[src/rtl/rr_mux_arbiter_pkg.sv]
// rr_mux_arbiter_pkg: shared word-bus widths, requester count
// and FSM encodings for the round-robin word-mux arbiter.
package rr_mux_arbiter_pkg;

   localparam int WORD_W  = 32;
   localparam int NUM_REQ = 4;
   localparam int SEL_W   = 2;

   typedef enum logic [1:0] {
      ARB_IDLE  = 2'd0,
      ARB_ISSUE = 2'd1,
      ARB_WAIT  = 2'd2,
      ARB_ACK   = 2'd3
   } arb_state_e;

   function automatic logic [NUM_REQ-1:0] sel2oh(
      input logic [SEL_W-1:0] s
   );
      return NUM_REQ'(1) << s;
   endfunction

endpackage

[src/rtl/rr_mux_arbiter_if.sv]
// rr_mux_arbiter_if: requester/resource handshake bundle.
// timeout_err exists only when ARB_TIMEOUT_EN is defined.
interface rr_mux_arbiter_if;
   import rr_mux_arbiter_pkg::*;

   logic [NUM_REQ-1:0] req;
   logic               done;
   logic [SEL_W-1:0]   sel;
   logic               issue;
   logic               busy;
   logic [NUM_REQ-1:0] ack;
`ifdef ARB_TIMEOUT_EN
   logic               timeout_err;

   modport master (
      input  req, done,
      output sel, issue, busy, ack, timeout_err
   );
   modport slave (
      output req, done,
      input  sel, issue, busy, ack, timeout_err
   );
`else
   modport master (
      input  req, done,
      output sel, issue, busy, ack
   );
   modport slave (
      output req, done,
      input  sel, issue, busy, ack
   );
`endif

endinterface

[src/rtl/rr_mux_arbiter_rr_pick.sv]
// rr_pick: rotate-priority encoder, first set req bit at or
// after ptr, scanning upward modulo NUM_REQ.
module rr_pick
   import rr_mux_arbiter_pkg::*;
(
   input  logic [NUM_REQ-1:0] req_i,
   input  logic [SEL_W-1:0]   ptr_i,
   output logic [SEL_W-1:0]   grant_idx_o,
   output logic               any_o
);

   logic [SEL_W-1:0] idx;

   // Scan farthest-first so the nearest hit overwrites last.
   always_comb begin
      grant_idx_o = ptr_i;
      any_o       = 1'b0;
      idx         = ptr_i;
      for (int i = NUM_REQ - 1; i >= 0; i--) begin
         idx = ptr_i + SEL_W'(i);
         if (req_i[idx]) begin
            grant_idx_o = idx;
            any_o       = 1'b1;
         end
      end
   end

endmodule

[src/rtl/rr_mux_arbiter.sv]
// rr_mux_arbiter: round-robin owner of the shared word mux.
// Define ARB_TIMEOUT_EN to abort hung transactions.
module rr_mux_arbiter #(
   parameter int NUM_REQ = 4
`ifdef ARB_TIMEOUT_EN
   ,
   parameter int TIMEOUT = 16
`endif
) (
   input logic           clk,
   input logic           rst_n,
   rr_mux_arbiter_if.master bus
);
   import rr_mux_arbiter_pkg::*;

   arb_state_e         state_q, state_d;
   logic [SEL_W-1:0]   ptr_q, ptr_d;
   logic [SEL_W-1:0]   sel_q, sel_d;
   logic [NUM_REQ-1:0] ack_q, ack_d;
   logic               issue_q, busy_q;
   logic [SEL_W-1:0]   grant_idx;
   logic               any;

   rr_pick u_pick (
      .req_i       (bus.req),
      .ptr_i       (ptr_q),
      .grant_idx_o (grant_idx),
      .any_o       (any)
   );

`ifdef ARB_TIMEOUT_EN
   localparam int CNT_W = $clog2(TIMEOUT + 1);
   logic [CNT_W-1:0] cnt_q, cnt_d;
   logic             to_q, to_d;
   logic             expire;

   assign expire = (cnt_q == CNT_W'(TIMEOUT - 1));
`endif

   always_comb begin
      state_d = state_q;
      ptr_d   = ptr_q;
      sel_d   = sel_q;
      ack_d   = '0;
`ifdef ARB_TIMEOUT_EN
      cnt_d   = cnt_q;
      to_d    = 1'b0;
`endif
      unique case (state_q)
         ARB_IDLE: begin
            if (any) begin
               sel_d   = grant_idx;
               state_d = ARB_ISSUE;
`ifdef ARB_TIMEOUT_EN
               cnt_d   = '0;
`endif
            end
         end
         ARB_ISSUE, ARB_WAIT: begin
            if (bus.done) begin
               state_d = ARB_ACK;
               ack_d   = sel2oh(sel_q);
`ifdef ARB_TIMEOUT_EN
            end else if (expire) begin
               state_d = ARB_ACK;
               to_d    = 1'b1;
            end else begin
               state_d = ARB_WAIT;
               cnt_d   = cnt_q + 1'b1;
`else
            end else begin
               state_d = ARB_WAIT;
`endif
            end
         end
         ARB_ACK: begin
            ptr_d   = sel_q + 1'b1;
            state_d = ARB_IDLE;
         end
         default: state_d = ARB_IDLE;
      endcase
   end

   always_ff @(posedge clk or negedge rst_n) begin
      if (!rst_n) begin
         state_q <= ARB_IDLE;
         ptr_q   <= '0;
         sel_q   <= '0;
         ack_q   <= '0;
         issue_q <= 1'b0;
         busy_q  <= 1'b0;
      end else begin
         state_q <= state_d;
         ptr_q   <= ptr_d;
         sel_q   <= sel_d;
         ack_q   <= ack_d;
         issue_q <= (state_d == ARB_ISSUE);
         busy_q  <= (state_d != ARB_IDLE);
      end
   end

`ifdef ARB_TIMEOUT_EN
   always_ff @(posedge clk or negedge rst_n) begin
      if (!rst_n) begin
         cnt_q <= '0;
         to_q  <= 1'b0;
      end else begin
         cnt_q <= cnt_d;
         to_q  <= to_d;
      end
   end

   assign bus.timeout_err = to_q;
`endif

   assign bus.sel   = sel_q;
   assign bus.issue = issue_q;
   assign bus.busy  = busy_q;
   assign bus.ack   = ack_q;

endmodule

[src/flat_wrapper.sv]
// flat-port wrapper written by rule: the top's interface ports become plain ports
module rr_mux_arbiter_flat import rr_mux_arbiter_pkg::*;
#(
   parameter int NUM_REQ = 4

)
  (clk, rst_n, bus_req, bus_done, bus_sel, bus_issue, bus_busy, bus_ack);
  rr_mux_arbiter_if bus_i ();
  input logic clk;
  input logic rst_n;
  input wire logic [$bits(bus_i.req)-1:0] bus_req;
  input wire logic [$bits(bus_i.done)-1:0] bus_done;
  output wire logic [$bits(bus_i.sel)-1:0] bus_sel;
  output wire logic [$bits(bus_i.issue)-1:0] bus_issue;
  output wire logic [$bits(bus_i.busy)-1:0] bus_busy;
  output wire logic [$bits(bus_i.ack)-1:0] bus_ack;
  assign bus_i.req = bus_req;
  assign bus_i.done = bus_done;
  assign bus_sel = bus_i.sel;
  assign bus_issue = bus_i.issue;
  assign bus_busy = bus_i.busy;
  assign bus_ack = bus_i.ack;
  rr_mux_arbiter #(.NUM_REQ(NUM_REQ)) u_core (.clk(clk), .rst_n(rst_n), .bus(bus_i));
endmodule
[config.mk]
export PLATFORM = sky130hd
export DESIGN_NAME = rr_mux_arbiter_flat
export DESIGN_NICKNAME = d
export VERILOG_FILES = /design/src/rtl/rr_mux_arbiter_pkg.sv /design/src/rtl/rr_mux_arbiter_if.sv /design/src/rtl/rr_mux_arbiter_rr_pick.sv /design/src/rtl/rr_mux_arbiter.sv /design/src/flat_wrapper.sv
export SDC_FILE = /design/constraint.sdc
export NUM_CORES = 1
export LEC_CHECK = 0
export BUFFER_PORTS_ARGS = -buffer_cell sky130_fd_sc_hd__buf_2
export CAP_MARGIN = 20
export CORE_AREA = 5 5 42 44
export CTS_BUF_LIST = sky130_fd_sc_hd__clkbuf_16
export CTS_CLUSTER_SIZE = 24
export DETAILED_ROUTE_END_ITERATION = 6
export DIE_AREA = 0 0 47 49
export PLACE_DENSITY = 0.69
export SLEW_MARGIN = 20
export SYNTH_ARGS = -nofsm -noshare
export SYNTH_HDL_FRONTEND = slang
export SYNTH_SLANG_ARGS = --single-unit
[constraint.sdc]
create_clock -name clk -period 1.4 [get_ports clk]
set_input_delay 0.07 -clock clk [delete_from_list [all_inputs] [get_ports clk]]
set_output_delay 0.07 -clock clk [all_outputs]
set_load 0.005 [all_outputs]
Word-level counts from Yosys, hierarchy flattened
Index checks and enable logic that the tools add are counted.
{"block": "totals", "n_memories": 0, "in_bits": 7, "reg_bits": 12, "elab_cells": 44, "output_inout_bits": 8, "romBits": 0, "ramBits": 0, "latch_bits": 0}
{"block": "op_classes", "mul": 0, "muxes": 21, "bitwise_logic": 0, "magnitude_cmp": 4, "shifts": 1, "n_eq_ne": 4, "div": 0, "reduce_logical": 4, "n_addsub": 4}
{"operator": "$lt A2 B3 Y1 const B", "count": 4}
{"operator": "$mux W2", "count": 5}
{"operator": "$mux W1", "count": 9}
{"operator": "$bmux W1 S2", "count": 4}
{"operator": "$mux W4", "count": 2}
{"operator": "$pmux W2 S3", "count": 1}
{"operator": "$add A2 B1 Y2 const B", "count": 2}
{"operator": "$add A2 B2 Y2 const B", "count": 2}
{"operator": "$eq A2 B1 Y1 const B", "count": 2}
{"operator": "$eq A2 B2 Y1 const B", "count": 2}
{"operator": "$shl A1 B2 Y4 const A", "count": 1}
{"operator": "$logic_not A2 Y1", "count": 1}
{"operator": "$reduce_and A2 Y1", "count": 1}
{"operator": "$reduce_bool A2 Y1", "count": 1}
{"operator": "$reduce_or A2 Y1", "count": 1}

Logic depth before layout (Yosys ltp)
Gate-level depths: netlist of the first run.
{"block": "logic_depth", "ltp_word": 10, "depth_mapped": 5, "mapped_depth_nobuf": 5}

Hierarchy
A second synthesis of the first run with hierarchy kept.
{"block": "unflattened", "hier_cells": 53, "area_unflattened_um2": 610.6}
{"module": "rr_mux_arbiter", "seq_area_each_um2": 300.3, "area_per_inst_um2": 510.5, "cells_each": 37, "n_inst": 1}
{"module": "rr_pick", "seq_area_each_um2": 0.0, "area_per_inst_um2": 100.1, "cells_each": 16, "n_inst": 1}

Worst setup path before layout of the first run
Ideal clock, no wire load.
{"block": "synth_path", "kind": "reg-to-reg", "startpoint": "register u_core.state_q[0]", "endpoint": "register u_core.ack_q[0] (netlist: u_core.bus.ack[0])", "arrival_time_ps": 978, "setup_time_ps": 120, "stages_incl_launch_ff": 4, "setup_slack_ps": 303, "required_time_ps": 1280, "synth_period_minus_slack_ps": 1097, "path_cell_list": "dfrtp_1 -> inv_1 -> ha_1 -> and3_1"}
{"block": "synth_between", "elab_chain_cells": 3, "word_cells_on_any_way": 4, "cone_classes": "2 x eq/ne; 1 x mux; 1 x reduce/logical"}
{"item": "from (decl)", "line_no": "rr_mux_arbiter.sv:16", "source": "arb_state_e state_q, state_d;"}
{"item": "from (signal assigned)", "line_no": "rr_mux_arbiter.sv:93", "source": "state_q <= state_d;"}
{"item": "$eq A2 B1 Y1 or $eq A2 B2 Y1 (tied branches)", "line_no": "rr_mux_arbiter.sv:49", "source": "unique case (state_q)"}
{"item": "$reduce_or A2 Y1 (*)", "line_no": "rr_mux_arbiter.sv:49"}
{"item": "$mux W4 (*)", "line_no": "rr_mux_arbiter.sv:49"}
{"item": "net u_core.ack_d[0]", "line_no": "rr_mux_arbiter.sv:19", "source": "logic [NUM_REQ-1:0] ack_q, ack_d;"}
{"item": "to (signal assigned)", "line_no": "rr_mux_arbiter.sv:96", "source": "ack_q <= ack_d;"}
{"item": "to (decl)", "line_no": "rr_mux_arbiter.sv:19"}
Mark *: on every way through the listed nets, which the timed path passes. The rest lies on a longest branch.
A chain may end at the register's enable or synchronous reset.

Worst setup path in the final report of the first run
Same ends and word-level chain as after synthesis.

==> results.toml, run 1 <==
[logic_synthesis]
synth_seq_area_share_pct = 50.42
netlist_area_um2 = 595.6
syn_area_per_cell_um2 = 10.83
syn_nets = 69
yosysTopAreaCell = "dfrtp_1"
ys_ff_latch = 12
synthDistinctLibCells = 17
yosysTopAreaCellShare_pct = 50.42
yosysWarnings = 0
ys_top_cells_by_area = "dfrtp_1, ha_1, inv_1"
synth_cells = 55

[clock_network]
cts_tree = "yes"
cts.clk_slew.worst_paths_ns = 0.04
clock-sinks = 12
cts_buffers = 3
cts_max_level = 1
cts_resized = 0
root_buffer = "clkbuf_16"
cts_buffer_depth = 2
clock_latency_ns = 0.24

[routing]
drc_errors = 0
ant_nets = 0
vias = 457
via_per_inst = 5.078
wl_per_cell_um = 13.03
wl_mm = 1.173
initialDrtViolationCount = 4
dr.pass1.iters = 4

[timing]
setup_slack_ns = 0.2111
maxSlewHeadroom_pct = 81.34
setup_viol = 0
hold_slack_ns = 0.1219
slew_viol_final = 0
skew_ns = 0.0006865
worstMarginPinSlew_ns = 0.2800
fin_crit_ns = 1.189
setup-tns-final_ns = 0
grt_setup_unrepaired = "false"
hold_viol_final = 0
fmax_ghz = 0.8411
min_period_over_period_pct = 84.92

[final_layout]
fin_nets = 89
design_area_um2 = 774.5
fillerInstances = 133
area.growth.synth_to_final_pct = 30.04
final_common_cell = "buf_2"
final_cell_mix = "buf_2, dfrtp_1, inv_1, ha_1"
drive_gt1_share_pct = 28.38
num_antenna_cells = 0

[run_status]
outcome = "finished clean"

[floorplanning]
fp.dieArea_mm2 = 0.002303
initial_utilization_pct = 42.50
die_w_um = 47
die_height_um = 49
io_pins = 15
row_count = 14
core_area_mm2 = 0.001401

[critical_path]
cp-start-kind = "register"
cp-end-kind = "register"
arrival_ns = 1.31
criticalPathCategory = "reg -> reg"
critPathRequiredTime_ns = 1.52
path_max_fanout = 8
ff2ff_path_depth = 3

[global_routing]
grt_pass1_vias = 456
grt_pass1_wl_mm = 1.911
grt_overflow = 0
gr-usage-all-layers_pct = 12.03
grt_max_degree = 13
antenna_found_initial = 0

[place]
placed_cell_area_um2 = 685.7
io_buffers = 14
dp_worst_setup_slack_ns = 0.2117
hpwl_um = 868.4
gp_congestion = 0.6937

[power_and_ir_drop]
powerDensity_mw_per_mm2 = 2200
p_leak_nw = 0.4153
ir_drop_mv = 1.024

[flow_run]
max_cap_viol_count = 0

[min_path]
hp-class = "in -> reg"
hold_path_depth = 3
[logic make-up (layout without fill, tap and decap cells)]
kind of cell               count (synthesis)  after routing  share of synthesized area (%)
adders and majority gates                  7              7                          14.71
AOI/OAI and AO/OA                         13             13                          16.18
DFF                                       12             12                          50.42
and+or+nand+nor                           16             16                          14.28
buffers and inverters                      7             26                          4.413
[path summary, 6_finish.rpt]
check	slack [ns]	startpoint	endpoint
worst min-delay path	0.12	bus_done	u_core.state_q[0]
min in group asynchronous	0.24	rst_n	u_core.bus.ack[3]
max in group asynchronous	0.96	rst_n	u_core.state_q[0]
worst max-delay path	0.21	u_core.state_q[0]	u_core.bus.ack[0]
worst max register to register	0.21	u_core.state_q[0]	u_core.bus.ack[0]
worst min register to register	0.56	u_core.bus.sel[0]	u_core.ptr_q[0]
[worst max-delay path, stage by stage (launching register included)]
cell	delay, ns
dfrtp_1	0.40
inv_1	0.08
ha_1	0.38
and3_1	0.21
[sequential cells by signal (all words and copies together), names as in the netlist]
| name | flops |
|---|---|
| u_core.bus.sel | 2 |
| u_core.ptr_q | 2 |
| u_core.bus.ack | 4 |
| u_core.bus.busy | 1 |
| u_core.bus.issue | 1 |
| u_core.state_q | 2 |
[where the power goes]
group          switching, mW  internal (mW)  total, mW
registers              0.114          0.488      0.602
clock network          0.143          0.375      0.519
logic                  0.321          0.262      0.583
total                  0.578           1.13       1.70
[synth_stat cells]
library cell / number
dfrtp_1: 12
ha_1: 7
inv_1: 7
and3_1: 4
nand2_1: 4
nor2_1: 4
a21oi_1: 3
a221oi_1: 2
nand2b_1: 2
o21ai_0: 2
o31ai_1: 2
a22oi_1: 1
nand2_2: 1
o21ai_2: 1
o21ai_4: 1
o22ai_1: 1
or4_4: 1
[repair_timing]
item,in CTS,in global routing
endpoints found under the hold margin,12,0
hold buffers,1,0
setup buffers,0,0
[final cells by class]
cell class                 instances  area [µm²]  share of cell area, %
sequential                        12       300.3                  38.77
multi-input combinational         36       269.0                  34.73
timing repair buffer              15       80.08                  10.34
clock buffer                       3       75.07                  9.693
inverter                           7       26.28                  3.393
tap                               16       20.02                  2.585
clock inverter                     1       3.754                 0.4847
[per-layer routing]
metal  up-vias  global-route usage (%)  wire [µm]
met2        16                   18.33        553
met1       213                   13.18        497
met4         0                   9.677         36
met3         3                   3.321         84
li1        225                       -          -
met5         -                       0          0
[per-stage QoR]
step           util (%)  power, mW  std cells
3_5_place_dp      48.93      1.185         85
3_3_place_gp      48.93      1.169         85
2_1_floorplan         -     0.9811         55
5_1_grt           55.27      1.835         90
4_1_cts           55.27      1.726         90
6_report          55.27      1.704         90
No activity file was read; power rests on OpenSTA's default activity.
==> inputs of run 2 (changes only) <==
Clock period 1.4 ns to 1.15 ns, I/O delays scaled along.
==> run 2 against run 1 <==
  * First-iteration DRC count grew 75%
  * Clock skew grew 0.0021 ns
  * Critical endpoint is now u_core.bus.sel[0]
  * Largest cell class unchanged
  * Die area is the same
  * Worst hold slack lost 0.016 ns
==> results.toml, run 2 (same netlist as run 1, synthesis figures left out) <==
[critical_path]
slowest_stage = "dfrtp_1"
cp-end-kind = "register"
critPathRequiredTime_ns = 1.27
critical_path.max_stage_delay_ns = 0.41
path_max_fanout = 4
criticalPathCategory = "reg -> reg"
cp-start-kind = "register"
crit_path_cell_trace = "inv_2, o22ai_2, a221oi_2, o31ai_2"
arrival_ns = 1.20

[place]
io_buffers = 14
hpwl_um = 839.3
placed_cell_area_um2 = 693.2
gp_congestion = 0.7797

[final_layout]
final_cell_mix = "buf_2, dfrtp_1, inv_1, ha_1"
num_antenna_cells = 0
area.growth.synth_to_final_pct = 34.87
design_area_um2 = 803.3
fin_nets = 90
fin_util_pct = 57.32
drive_gt1_share_pct = 37.33
largest_reg_flops = 4
final_common_cell = "buf_2"

[run_status]
outcome = "finished clean"

[timing]
skew_ns = 0.002812
fmax_ghz = 0.9177
hold_viol_final = 0
slew_viol_final = 0
maxSlewHeadroom_pct = 81.95
min_period_over_period_pct = 94.76
worstMarginPinSlew_ns = 0.2708
hold_slack_ns = 0.1060
setup_viol = 0
fin_crit_ns = 1.090

[clock_network]
cts_buffer_depth = 2
clock_latency_ns = 0.24
root_buffer = "clkbuf_16"
cts.clk_slew.worst_paths_ns = 0.04
cts_max_level = 1
cts_buffers = 3
clock-sinks = 12
cts_tree = "yes"

[global_routing]
antenna_found_initial = 0
grt_overflow = 0
grtUsageMet1_pct = 13.86
grt_pass1_wl_mm = 2.021
grt_max_degree = 13
grt_use_met2_pct = 19.00
use_met3_pct = 6.273
grt_pass1_vias = 470
grt_busiest_layer = "met2"
gr-usage-all-layers_pct = 12.17

[routing]
ant_nets = 0
via_per_inst = 5.099
vias = 464
drc_errors = 0
dr.pass1.iters = 2
initialDrtViolationCount = 7
wl_mm = 1.179
wl_per_cell_um = 12.96

[power_and_ir_drop]
powerDensity_mw_per_mm2 = 2680
ir_drop_mv = 1.591
p_total_mw = 2.153
p_leak_nw = 0.4217

[floorplanning]
core_area_mm2 = 0.001401
row_count = 14
fp.dieArea_mm2 = 0.002303
die_w_um = 47
initial_utilization_pct = 42.50
die_height_um = 49
io_pins = 15

[min_path]
hp-class = "in -> reg"

[flow_run]
max_cap_viol_count = 0
[run 2: cell count changes in the layout (fill, tap and decap cells not counted), sizes merged]
cell | previous run | this run
buf | 14 | 15
[run 2: what timing repair did]
action                                  CTS  global route
hold buffers                              1             0
endpoints found under the hold margin    12             0
gates resized for setup                   0             6
setup buffers                             0             0
endpoints found under the setup margin    0             3
[run 2: path summary, 6_finish.rpt]
path / slack (ns) / to / startpoint / cells after the start
hold / removal: 0.11 / u_core.state_q[0] / bus_done / 3
setup reg to reg: 0.06 / u_core.bus.sel[0] / u_core.ptr_q[1] / 4
min in group asynchronous: 0.23 / u_core.bus.ack[0] / rst_n / 2
hold reg to reg: 0.52 / u_core.ptr_q[0] / u_core.bus.sel[0] / 1
setup / recovery: 0.06 / u_core.bus.sel[0] / u_core.ptr_q[1] / 4
max in group asynchronous: 0.69 / u_core.bus.sel[0] / rst_n / 2
[run 2: power by group]
part	internal, mW	total [mW]	switching (mW)
logic	0.368	0.800	0.432
registers	0.597	0.719	0.122
clock network	0.457	0.634	0.177
total	1.42	2.15	0.731
[run 2: per-layer routing]
metal,up-vias,wire [µm]
met5,-,0
met4,0,20
met3,4,111
met2,16,602
met1,216,444
li1,228,-
[run 2: cell type report]
type | instances | area [µm²]
clock buffers | 3 | 75.07
clock inverters | 1 | 3.754
fillers | 135 | 598.1
inverters | 7 | 26.28
multi-input cells | 36 | 289.0
flip-flops and latches | 12 | 301.5
well taps | 16 | 20.02
repair buffers | 16 | 87.58
[run 2: through the flow]
step / std cells / worst slack, ns / TNS [ns]
floorplan: 55 / 0.05271 / 0
global placement: 86 / 0.06074 / 0
detailed placement: 86 / 0.03171 / 0
CTS: 91 / 0.01148 / 0
global route: 91 / -0.0002729 / -0.0002729
finish: 91 / 0.06028 / 0
[run 2: worst max-delay path, delay by kind of cell (launching register included)]
family	cells	cell delay (ns)
AO/OA/AOI/OAI	3	0.46
flip-flops	1	0.41
buffers and inverters	1	0.10
==> inputs of run 3 (changes only) <==
Clock period 1.15 ns to 1.1 ns, I/O delays scaled along.
==> run 3 against run 2 <==
  * The flow now finishes with violations (negative setup slack)
  * Clock-buffer cell count is the same
  * Cell count grew 6.6%
  * Flip-flop and latch count is the same
  * Sequential power grew 4.0%
  * Combinational power grew 42%
  * Worst hold slack gained 0.016 ns
  * Die area is the same
  * Total power grew 17%
  * Wire length grew 8.7%
  * Non-clock buffer count grew 7
  * Highest routed layer unchanged
==> results.toml, run 3 (same netlist as run 1, synthesis figures left out) <==
[timing]
hold_viol_final = 0
worstMarginPinSlew_ns = 0.3084
maxSlewHeadroom_pct = 79.44
setup_viol = 1
min_period_over_period_pct = 101.7
fmax_ghz = 0.8937
fin_crit_ns = 1.119
grt_setup_unrepaired = "true"
slew_viol_final = 0
skew_ns = 0.001017
setup_slack_ns = -0.01894

[min_path]
hp-class = "in -> reg"
min_from = "bus_done"

[floorplanning]
die_height_um = 49
initial_utilization_pct = 42.50
row_count = 14
fp.dieArea_mm2 = 0.002303
die_w_um = 47
io_pins = 15
core_area_mm2 = 0.001401

[global_routing]
grt_use_met2_pct = 20.59
grt_pass1_vias = 511
grt_overflow = 0
use_met3_pct = 3.321
grt_busiest_layer = "met2"
gr-usage-all-layers_pct = 12.47
grt_max_degree = 13
antenna_found_initial = 0
grt_pass1_wl_mm = 2.152
grtUsageMet1_pct = 15.75

[place]
placed_cell_area_um2 = 708.2
dp_worst_setup_slack_ns = -0.002166
hpwl_um = 907.2
io_buffers = 14
gp_congestion = 0.7231
place_inst = 88

[power_and_ir_drop]
powerDensity_mw_per_mm2 = 2830
p_leak_nw = 0.4612
ir_drop_mv = 1.533

[routing]
drc_errors = 0
wl_per_cell_um = 13.22
via_per_inst = 5.124
vias = 497
initialDrtViolationCount = 14
wl_mm = 1.282
ant_nets = 0
dr.pass1.iters = 2

[critical_path]
path_max_fanout = 3
critical_path.max_stage_delay_ns = 0.42
cp_top_family = "compound AO/OA/AOI/OAI gates"
crit_start = "u_core.ptr_q[1]"
slowest_stage = "dfrtp_2"
crit_path_cell_trace = "inv_2, o22ai_2, a221oi_2, o31ai_4"
arrival_ns = 1.23
criticalPathCategory = "reg -> reg"
critPathRequiredTime_ns = 1.21
cp-start-kind = "register"
cp-end-kind = "register"
r2r_start = "u_core.ptr_q[1]"
cp_num_buf_inv = 1

[final_layout]
final_cell_mix = "buf_2, dfrtp_1, buf_4"
final_common_cell = "buf_2"
drive_gt1_share_pct = 49.38
area.growth.synth_to_final_pct = 49.58
fin_nets = 97
largest_reg_flops = 4
num_antenna_cells = 0
design_area_um2 = 890.9
fin_cells = 97

[clock_network]
clock_latency_ns = 0.23
cts.clk_slew.worst_paths_ns = 0.04
cts_buffers = 3
cts_buffer_depth = 2
cts_max_level = 1
root_buffer = "clkbuf_16"
cts_tree = "yes"
clock-sinks = 12

[flow_run]
max_cap_viol_count = 0

[run_status]
violations = "negative setup slack"
outcome = "finished with violations"
-- run 3: worst register-to-register path, stage by stage, from the launching register on --
cell and delay (ns):
dfrtp_2 0.42, inv_2 0.09, o22ai_2 0.09, a221oi_2 0.33, o31ai_4 0.08
-- run 3: cell type report --
type                       count  area [µm²]
clock buffer                   3       75.07
fill                         118       510.5
inverter                       7       26.28
multi-input combinational     36       326.6
sequential                    12       302.8
tap                           16       20.02
timing repair buffer          23       140.1
-- run 3: what timing repair did --
item	CTS	global route
buffers inserted	0	5
pin swaps	0	3
resized for setup	1	13
setup endpoints to repair	1	9
endpoints found under the hold margin	12	0
hold buffers	1	0
-- run 3: path summary, 6_finish.rpt --
| kind | slack [ns] | endpoint | cells after the start |
|---|---|---|---|
| worst max-delay path | -0.02 | u_core.bus.sel[0] | 4 |
| worst min-delay path | 0.12 | u_core.state_q[0] | 3 |
| worst max register to register | -0.02 | u_core.bus.sel[0] | 4 |
| worst min register to register | 0.60 | u_core.ptr_q[0] | 2 |
| max in group asynchronous | 0.64 | u_core.ptr_q[1] | 2 |
| min in group asynchronous | 0.23 | u_core.bus.ack[3] | 2 |
-- run 3: per-layer routing --
metal | vias up | part of all wire (%)
met1 | 238 | 39
met2 | 15 | 53
met3 | 2 | 7.3
met5 | - | 0
met4 | 0 | 1.1
li1 | 242 | -
-- run 3: report_power, final --
part           switching, mW  leakage, nW  internal (mW)
clock network          0.157       0.0370          0.470
registers              0.121        0.149          0.628
logic                  0.564        0.275          0.580
total                  0.842        0.461           1.68
-- run 3: per-stage QoR --
stage	total power [mW]	TNS (ns)	utilization (%)	hold slack, ns
floorplan	1.249	0	-	-0.2406
global placement	1.531	0	50.54	-0.05604
detailed placement	1.558	-0.002166	50.54	-0.05295
CTS	2.220	0	56.61	0.1184
global route	2.759	-0.09870	63.57	0.1407
finish	2.521	-0.01894	63.57	0.1222
